==> src/rtl/multi_timer_if.sv <==
// Host-side bus of the multi-channel timer: prescaler setting, reload
// load port, per-channel control vectors and the channel status outputs.
// TIMER_CASCADE_EN adds the per-channel cascade select vector.
interface multi_timer_if #(
  parameter int NUM_CH  = 4,
  parameter int CNT_W   = 32,
  parameter int PRESC_W = 8
);
  localparam int CH_W = (NUM_CH > 1) ? $clog2(NUM_CH) : 1;

  logic [PRESC_W-1:0]      prescale;
  logic                    ld_en;
  logic [CH_W-1:0]         ld_ch;
  logic [CNT_W-1:0]        ld_val;
  logic [NUM_CH-1:0]       start;
  logic [NUM_CH-1:0]       stop;
  logic [NUM_CH-1:0]       periodic;
  logic [NUM_CH-1:0]       irq_clr;
`ifdef TIMER_CASCADE_EN
  logic [NUM_CH-1:0]       cascade;
`endif
  logic [NUM_CH-1:0]       running;
  logic [NUM_CH-1:0]       timeout;
  logic [NUM_CH-1:0]       irq_flag;
  logic [NUM_CH*CNT_W-1:0] count;

`ifdef TIMER_CASCADE_EN
  modport master (
    output prescale, ld_en, ld_ch, ld_val, start, stop, periodic, irq_clr, cascade,
    input  running, timeout, irq_flag, count
  );
  modport slave (
    input  prescale, ld_en, ld_ch, ld_val, start, stop, periodic, irq_clr, cascade,
    output running, timeout, irq_flag, count
  );
`else
  modport master (
    output prescale, ld_en, ld_ch, ld_val, start, stop, periodic, irq_clr,
    input  running, timeout, irq_flag, count
  );
  modport slave (
    input  prescale, ld_en, ld_ch, ld_val, start, stop, periodic, irq_clr,
    output running, timeout, irq_flag, count
  );
`endif
endinterface

==> src/rtl/multi_timer.sv <==
// Multi-channel programmable down-counter timer.
// All channels share one prescaler tick; each channel has its own reload
// register, one-shot/periodic mode, a registered one-cycle timeout pulse
// and a sticky interrupt flag. Per-channel priority: stop > start > tick.
// Optional build macro TIMER_CASCADE_EN: channel i>0 with cascade[i]=1
// counts on timeout[i-1] instead of the prescaler tick (chained counts).
module multi_timer #(
  parameter int NUM_CH  = 4,
  parameter int CNT_W   = 32,
  parameter int PRESC_W = 8
) (
  input  logic          clk,
  input  logic          rst_n,
  multi_timer_if.slave  tmr_if
);

  localparam int CH_W = (NUM_CH > 1) ? $clog2(NUM_CH) : 1;

  typedef enum logic {
    CH_IDLE = 1'b0,
    CH_RUN  = 1'b1
  } ch_state_e;

  logic [PRESC_W-1:0] presc_q, presc_d;
  logic               tick;
  logic [NUM_CH-1:0]  ch_tick;

  ch_state_e          state_q  [NUM_CH];
  ch_state_e          state_d  [NUM_CH];
  logic [CNT_W-1:0]   cnt_q    [NUM_CH];
  logic [CNT_W-1:0]   cnt_d    [NUM_CH];
  logic [CNT_W-1:0]   reload_q [NUM_CH];
  logic [CNT_W-1:0]   reload_d [NUM_CH];
  logic [NUM_CH-1:0]  timeout_q, timeout_d;
  logic [NUM_CH-1:0]  irq_q, irq_d;

  // Shared prescaler: compare against the live prescale value so a change
  // takes effect at the current compare without producing extra ticks.
  always_comb begin
    tick    = (presc_q >= tmr_if.prescale);
    presc_d = tick ? '0 : presc_q + PRESC_W'(1);
  end

  // Per-channel count enable: prescaler tick, or the previous channel's
  // timeout pulse when cascading is built in and selected.
`ifdef TIMER_CASCADE_EN
  logic unused_cascade0;
  assign unused_cascade0 = tmr_if.cascade[0];

  always_comb begin
    ch_tick[0] = tick;
    for (int i = 1; i < NUM_CH; i++) begin
      ch_tick[i] = tmr_if.cascade[i] ? timeout_q[i-1] : tick;
    end
  end
`else
  always_comb begin
    ch_tick = {NUM_CH{tick}};
  end
`endif

  // Channel next-state: stop > start > tick, expiry handling, sticky flag
  // and reload-register load. The periodic reload reads reload_q, so a load
  // landing in the same cycle only affects the following period.
  always_comb begin
    // NOTE: every combinational output gets a default before any branch;
    // a path that leaves one unassigned would infer a latch.
    state_d   = state_q;
    cnt_d     = cnt_q;
    reload_d  = reload_q;
    timeout_d = '0;
    irq_d     = irq_q;
    for (int i = 0; i < NUM_CH; i++) begin
      if (tmr_if.stop[i]) begin
        state_d[i] = CH_IDLE;
      end else if (tmr_if.start[i]) begin
        cnt_d[i]   = reload_q[i];
        state_d[i] = CH_RUN;
      end else if (state_q[i] == CH_RUN && ch_tick[i]) begin
        if (cnt_q[i] == '0) begin
          timeout_d[i] = 1'b1;
          if (tmr_if.periodic[i]) begin
            cnt_d[i] = reload_q[i];
          end else begin
            state_d[i] = CH_IDLE;
          end
        end else begin
          // Expiry is caught at zero, so this never wraps.
          cnt_d[i] = cnt_q[i] - CNT_W'(1);
        end
      end

      // A new expiry wins over a clear in the same cycle.
      if (timeout_d[i]) begin
        irq_d[i] = 1'b1;
      end else if (tmr_if.irq_clr[i]) begin
        irq_d[i] = 1'b0;
      end

      // Out-of-range channel indices never match, so they are ignored.
      if (tmr_if.ld_en && tmr_if.ld_ch == CH_W'(i)) begin
        reload_d[i] = tmr_if.ld_val;
      end
    end
  end

  // Channel FSM state register.
  always_ff @(posedge clk or negedge rst_n) begin
    if (!rst_n) begin
      for (int i = 0; i < NUM_CH; i++) begin
        state_q[i] <= CH_IDLE;
      end
    end else begin
      // NOTE: sequential state uses non-blocking assignments so every flop
      // samples the pre-edge values regardless of block evaluation order.
      state_q <= state_d;
    end
  end

  // Datapath registers: prescaler, counters, reload values and flags.
  always_ff @(posedge clk or negedge rst_n) begin
    if (!rst_n) begin
      presc_q   <= '0;
      timeout_q <= '0;
      irq_q     <= '0;
      // NOTE: the reload bank is reset (flops, not RAM) because a start
      // issued before any load must count from a defined value of 0.
      for (int i = 0; i < NUM_CH; i++) begin
        cnt_q[i]    <= '0;
        reload_q[i] <= '0;
      end
    end else begin
      presc_q   <= presc_d;
      timeout_q <= timeout_d;
      irq_q     <= irq_d;
      cnt_q     <= cnt_d;
      reload_q  <= reload_d;
    end
  end

  // Status outputs straight from registers.
  always_comb begin
    tmr_if.timeout  = timeout_q;
    tmr_if.irq_flag = irq_q;
    for (int i = 0; i < NUM_CH; i++) begin
      tmr_if.running[i]                = (state_q[i] == CH_RUN);
      tmr_if.count[i*CNT_W +: CNT_W]   = cnt_q[i];
    end
  end

endmodule

==> src/flat_wrapper.sv <==
// flat-port wrapper written by rule: the top's interface ports become plain ports
module multi_timer_flat 
#(
  parameter int NUM_CH  = 4,
  parameter int CNT_W   = 32,
  parameter int PRESC_W = 8
)
  (clk, rst_n, tmr_if_prescale, tmr_if_ld_en, tmr_if_ld_ch, tmr_if_ld_val, tmr_if_start, tmr_if_stop, tmr_if_periodic, tmr_if_irq_clr, tmr_if_running, tmr_if_timeout, tmr_if_irq_flag, tmr_if_count);
  multi_timer_if #(.NUM_CH(NUM_CH), .CNT_W(CNT_W), .PRESC_W(PRESC_W)) tmr_if_i ();
  input  logic clk;
  input  logic rst_n;
  input wire logic [$bits(tmr_if_i.prescale)-1:0] tmr_if_prescale;
  input wire logic [$bits(tmr_if_i.ld_en)-1:0] tmr_if_ld_en;
  input wire logic [$bits(tmr_if_i.ld_ch)-1:0] tmr_if_ld_ch;
  input wire logic [$bits(tmr_if_i.ld_val)-1:0] tmr_if_ld_val;
  input wire logic [$bits(tmr_if_i.start)-1:0] tmr_if_start;
  input wire logic [$bits(tmr_if_i.stop)-1:0] tmr_if_stop;
  input wire logic [$bits(tmr_if_i.periodic)-1:0] tmr_if_periodic;
  input wire logic [$bits(tmr_if_i.irq_clr)-1:0] tmr_if_irq_clr;
  output wire logic [$bits(tmr_if_i.running)-1:0] tmr_if_running;
  output wire logic [$bits(tmr_if_i.timeout)-1:0] tmr_if_timeout;
  output wire logic [$bits(tmr_if_i.irq_flag)-1:0] tmr_if_irq_flag;
  output wire logic [$bits(tmr_if_i.count)-1:0] tmr_if_count;
  assign tmr_if_i.prescale = tmr_if_prescale;
  assign tmr_if_i.ld_en = tmr_if_ld_en;
  assign tmr_if_i.ld_ch = tmr_if_ld_ch;
  assign tmr_if_i.ld_val = tmr_if_ld_val;
  assign tmr_if_i.start = tmr_if_start;
  assign tmr_if_i.stop = tmr_if_stop;
  assign tmr_if_i.periodic = tmr_if_periodic;
  assign tmr_if_i.irq_clr = tmr_if_irq_clr;
  assign tmr_if_running = tmr_if_i.running;
  assign tmr_if_timeout = tmr_if_i.timeout;
  assign tmr_if_irq_flag = tmr_if_i.irq_flag;
  assign tmr_if_count = tmr_if_i.count;
  multi_timer #(.NUM_CH(NUM_CH), .CNT_W(CNT_W), .PRESC_W(PRESC_W)) u_core (.clk(clk), .rst_n(rst_n), .tmr_if(tmr_if_i));
endmodule
==> config.mk <==
export PLATFORM = sky130hd
export DESIGN_NAME = multi_timer_flat
export DESIGN_NICKNAME = d
export VERILOG_FILES = /design/src/rtl/multi_timer_if.sv /design/src/rtl/multi_timer.sv /design/src/flat_wrapper.sv
export SDC_FILE = /design/constraint.sdc
export NUM_CORES = 1
export LEC_CHECK = 0
export CAP_MARGIN = 30
export CORE_AREA = 2 2 158 160
export DETAILED_ROUTE_END_ITERATION = 6
export DIE_AREA = 0 0 160 162
export GPL_ROUTABILITY_DRIVEN = 0
export MAX_ROUTING_LAYER = met4
export PLACE_DENSITY = 0.86
export RECOVER_POWER = 100
export SYNTH_ARGS = -nofsm -noshare
export SYNTH_HDL_FRONTEND = slang
export SYNTH_SLANG_ARGS = --single-unit
export TNS_END_PERCENT = 5
==> constraint.sdc <==
create_clock -name clk -period 6.37 [get_ports clk]
set_input_delay 0.9555 -clock clk [delete_from_list [all_inputs] [get_ports clk]]
set_output_delay 0.9555 -clock clk [all_outputs]
set_load 0.1 [all_outputs]
==> results of run 1 <==
[path summary, 6_finish.rpt]
kind,end,startpoint
setup / recovery,u_core.tmr_if.count[74],u_core.tmr_if.count[70]
hold / removal,u_core.tmr_if.irq_flag[1],u_core.tmr_if.irq_flag[1]
setup reg to reg,u_core.tmr_if.count[74],u_core.tmr_if.count[70]
hold reg to reg,u_core.tmr_if.irq_flag[1],u_core.tmr_if.irq_flag[1]
max in group asynchronous,u_core.reload_q[65],rst_n
min in group asynchronous,u_core.tmr_if.running[3],rst_n
[through the flow]
| stage | hold WS [ps] | utilization | cell area, um2 |
|---|---|---|---|
| after floorplan | 468 | - | 14300 |
| after global placement | 464 | 0.685 | 16500 |
| after detailed placement | 472 | 0.690 | 16600 |
| after CTS | 486 | 0.731 | 17600 |
| after global routing | 495 | 0.726 | 17500 |
| final | 476 | 0.726 | 17500 |
[metal layers]
| layer | vias to the layer above | track usage | share of wire |
|---|---|---|---|
| met3 | 123 | 0.0723 | 0.092 |
| li1 | 5770 | - | - |
| met1 | 6300 | 0.428 | 0.39 |
| met5 | - | - | 0 |
| met2 | 671 | 0.534 | 0.47 |
| met4 | 0 | 0.129 | 0.042 |
[state kept, by name, summed over array words and instances, names as in the netlist]
| signal | count |
|---|---|
| u_core.presc_q | 8 |
| u_core.reload_q | 128 |
| u_core.tmr_if.count | 128 |
| u_core.tmr_if.irq_flag | 4 |
| u_core.tmr_if.running | 4 |
| u_core.tmr_if.timeout | 4 |
[Yosys cell counts, drive strengths merged, types with 11 or more instances]
library cell,n
o2bb2ai,18
nor3,72
inv,46
a21oi,153
or4,14
nand3,47
nor4,50
a31oi,11
o21ai,159
o22ai,11
a2bb2oi,14
nor2,131
nand4,21
ha,17
buf,31
nand2,46
dfrtp,276
or3,25
clkbuf,56
mux2,128
[worst register-to-register path, cell delays in order (launching register included)]
cell      delay, ps
dfrtp_1         430
nor4_1          930
nand3_1         340
o31ai_4         920
clkbuf_1        930
nor2_1          120
o21ai_0         250
o21ai_0         140
[power groups by stage]
stage | combinational, mW | sequential (mW) | clock (mW)
final | 3.97 | 2.85 | 1.76
after floorplan | 0.979 | 4.81 | 0
after detailed placement | 4.08 | 2.86 | 0
after CTS | 4.09 | 2.84 | 1.77
after global placement | 3.99 | 2.83 | 0
after global routing | 4.15 | 2.91 | 1.83
[area by class of cell]
cell class              instances  area (um2)  area share
clock buffers                  38         840      0.0480
diodes                          6        15.0    0.000858
multi-input cells            1055        6870       0.393
inverters                      46         173     0.00987
flip-flops and latches        276        6910       0.395
clock inverters                14         145     0.00829
well taps                     324         405      0.0232
repair buffers                218        2150       0.123
[logic make-up after synthesis]
kind of cell	count (synthesis)	synth area share
AO/OA/AOI/OAI	442	0.186
XOR/XNOR	6	0.00366
adder cells (fa/ha/maj)	17	0.0148
buffers and inverters	133	0.0393
flip-flops	276	0.482
multiplexers	130	0.102
AND/OR/NAND/NOR	460	0.172
[cell usage in the layout, fill, tap and decap left out, types with 13 or more instances in the layout]
cell type          n
nand3_1           45
clkbuf_16         29
mux2_2           127
or3_1             24
nor2_1           130
o2bb2ai_1         18
nor3_1            70
o21ai_0          158
dlygate4sd3_1    142
inv_1             46
clkbuf_1          13
ha_1              17
dfrtp_1          276
nand2_1           46
a21oi_1          153
nand4_1           21
a2bb2oi_1         14
clkdlybuf4s50_1   57
nor4_1            42
==> impl_metrics.ini, run 1 <==
[outcome]
status = finished with violations
violations = capacitance limit, slew limit

[worst_setup_path]
required_ps = 6770
timing.critical_path.mode_cell = o21ai_0
slowest_stage = nor4_1
regToRegSetupSlack_ps = 2150
criticalPathCategory = reg2reg
path_cells = nor4_1 -> nand3_1 -> o31ai_4 -> clkbuf_1 -> nor2_1 -> o21ai_0 -> o21ai_0
arrival_ps = 4620
cp_num_cells = 7
critPathCaptureType = flip-flop
critPathTopFamily = simple AND/OR/NAND/NOR gates
crit_fanout = 31
crit_path_start_kind = flip-flop
rr_worst_depth = 7
critPathBufInv = 1
max_stage_delay_ps = 930

[routing]
drt_wl_total_mm = 42.8
wl_per_cell_um = 21.7
viasPerCell = 6.51
drt_pass1_iterations = 6
drtAntennaViolNets = 0
drtIter0Drc = 1619
num_vias = 12900
remaining_drc_errors = 0

[timing]
finalCritPeriodShare = 0.662
setup_viol = 0
rsz0062_at_grt = false
relSlewSlack = -1.10
finalWorstSetupSlack_ps = 2150
tns_ps = 0
finalCriticalPeriod_ps = 4220
final.setup_skew_ps = 10.4
maxSlewViolCount = 300
worst_slew_pin_slew_ps = 3160
report.final.hold_viol_count = 0
fmax_mhz = 237

[power_and_ir_drop]
cellPowerDensity_nw_per_um2 = 490
power.share.switching = 0.512
comb_power_share = 0.463
finalPower_mw = 8.58
p_clk_frac = 0.205
pwr-share-seq = 0.332
p_int_mw = 4.19
p_sw_mw = 4.39
p_leak_nw = 7.02
vdd_ir_drop_max_mv = 0.588

[die]
dieArea_um2 = 25900
coreArea_um2 = 24100
die_x_um = 160
start_util = 0.595
die_h_um = 162
num_rows = 57
io_pins = 201

[layout]
drive_gt1_frac = 0.133
nFillCells = 1796
area_growth_pct = 22.0
nets = 1704
stdcell_count = 1977

[cts]
cts_hold_buf = 0
clkTransAtPathRegs_ps = 60
clk-insertion-delay-late_ps = 550
clock_path_buffers = 3
cts_sinks = 276
h-tree-depth = 1
cts_setup_buffers = 0
post_cts_resized = 0
cts_tree = yes
cts_root_buf = clkbuf_16
cts_buffers = 29

[yosys]
ys_ff_latch = 276
synth_cell_type_count = 70
yosysTopAreaCell = dfrtp_1
syn_area_per_cell_um2 = 9.80
synth_cells = 1464
synth_seq_area_share = 0.482
synth_edf_count = 0
syn_area_um2 = 14300
synthArstFlopShare = 1.00
synth_nets = 1542
ys_warn_count = 0
yosys-top-cells-area = dfrtp_1 48%, mux2_2 10%, a21oi_1 5.3%
yosys.area.top_type_share = 0.482
ys.flop_type = dfrtp_1

[global_routing]
first_global_vias = 12400
track_usage = 0.337
grt_max_degree = 155
antenna_found_initial = 1
overflow = 0
grt_pass1_wl_mm = 67.5

[placed_design]
portBuffers = 200
dp.cells = 1919
pre_cts_ws_ps = 2410
hpwlAfterDp_mm = 29.1

[job]
max-cap-violations = 6

[min_path]
hold_path_depth = 1
hp-class = reg2reg
(Power assumes the default switching activity.)
==> run 2: changes to the inputs <==
CORE_AREA = 2 2 165 167   (was 2 2 158 160)
DIE_AREA = 0 0 167 169   (was 0 0 160 162)
PLACE_DENSITY = 0.79   (was 0.86)
clock period = 4.35 ns   (was 6.37 ns; I/O delays follow)
==> impl_metrics.ini, run 2 (synthesis results as in run 1) <==
[cts]
cts_sinks = 276
cts_root_buf = clkbuf_16
post_cts_resized = 0
cts_setup_buffers = 0
clkTransAtPathRegs_ps = 70
cts_buffers = 30
clock_path_buffers = 3
cts_tree = yes
cts_hold_buf = 0
h-tree-depth = 1
clk-insertion-delay-late_ps = 550

[routing]
drt_pass1_iterations = 6
drtIter0Drc = 1472
wl_per_cell_um = 21.6
drt_wl_total_mm = 43.2
met2_length_mm = 20.4
wl_met1_mm = 18.0
viasPerCell = 6.40
num_vias = 12800
dr_wl_met3_mm = 3.55
drtAntennaViolNets = 0
top_layer = met4
remaining_drc_errors = 0

[worst_setup_path]
crit_path_start_kind = primary input
arrival_ps = 4170
rr_worst_depth = 9
r2r-end = u_core.tmr_if.count[78]
critPathCaptureType = flip-flop
required_ps = 4810
rr_startpoint = u_core.presc_q[0]
criticalPathCategory = in2reg
regToRegSetupSlack_ps = 670
crit_fanout = 41

[power_and_ir_drop]
p_leak_nw = 7.13
vdd_ir_drop_max_mv = 0.737
finalPower_mw = 13.0
cellPowerDensity_nw_per_um2 = 731

[timing]
relSlewSlack = -1.23
maxSlewViolCount = 329
final.setup_skew_ps = 11.2
finalCriticalPeriod_ps = 3710
tns_ps = 0
fmax_mhz = 269
worst_slew_pin_slew_ps = 3350
rsz0062_at_grt = false
report.final.hold_viol_count = 0
finalCritPeriodShare = 0.854
worst_hold_slack_ps = 474
setup_viol = 0
finalWorstSetupSlack_ps = 637

[layout]
seqCellArea_um2 = 6910
area_growth_pct = 23.7
nFillCells = 2054
multiInputGateArea_um2 = 6860
final_common_cell = dfrtp_1
nets = 1715
drive_gt1_frac = 0.139
final_design_area_no_fill_um2 = 17700
final_cell_mix = 276 x dfrtp_1, 157 x o21ai_0, 153 x a21oi_1, 142 x dlygate4sd3_1, 130 x nor2_1
stdcell_count = 2002
final_util = 0.669

[global_routing]
track_usage = 0.310
grt_max_degree = 131
antenna_found_initial = 0
first_global_vias = 12200
grt_pass1_wl_mm = 67.6
overflow = 0

[placed_design]
place_area_um2 = 16700
portBuffers = 200
dp.cells = 1946
pre_cts_ws_ps = 731
hpwlAfterDp_mm = 29.3

[outcome]
status = finished with violations
violations = capacitance limit, slew limit

[die]
die_x_um = 167
coreArea_um2 = 26500
io_pins = 201
num_rows = 60
die_h_um = 169
dieArea_um2 = 28200
start_util = 0.541

[job]
max-cap-violations = 7

[min_path]
hold_start = u_core.tmr_if.irq_flag[1]
hold_end = u_core.tmr_if.irq_flag[1]
hold_path_depth = 1
hp-class = reg2reg
## run 2: worst max-delay path by stage
stage | endpoint | slack, ps | cells after the start | from
2_1_floorplan | u_core.tmr_if.count[108] | 1370 | 9 | u_core.tmr_if.count[96]
3_3_place_gp | u_core.tmr_if.count[17] | 820 | 11 | tmr_if_prescale[7]
3_5_place_dp | u_core.tmr_if.count[28] | 730 | 11 | tmr_if_prescale[7]
4_1_cts | u_core.tmr_if.count[46] | 1130 | 7 | u_core.tmr_if.count[40]
5_1_grt | u_core.tmr_if.count[47] | 460 | 7 | u_core.tmr_if.count[40]
6_report | u_core.tmr_if.count[78] | 640 | 9 | tmr_if_prescale[0]
## run 2: layer usage
metal  global-route usage  vias up
met2                0.483      641
met4               0.0997        0
met1                0.425     6312
met3               0.0412       87
met5                    -        -
li1                     -     5767
## run 2: final cells by class
cell class / count / share of cell area
flip-flops and latches: 276 / 0.389
multi-input cells: 1055 / 0.387
repair buffers: 228 / 0.124
clock buffers: 41 / 0.0498
well taps: 341 / 0.0241
clock inverters: 14 / 0.0157
inverters: 46 / 0.00973
diodes: 1 / 0.000141
## run 2: report_power, final
group / internal, mW / leakage [nW] / switching (mW)
Combinational: 1.38 / 3.25 / 4.46
Sequential: 3.25 / 3.31 / 0.917
Clock: 1.89 / 0.566 / 1.06
## run 2: worst max-delay path, cell delays in order
cell and delay [ps]:
clkdlybuf4s50_1 400, ha_1 280, nand2b_1 140, a2111o_1 480
a211oi_1 390, a211o_1 150, clkbuf_1 1210, o21ai_0 310
o21ai_0 140
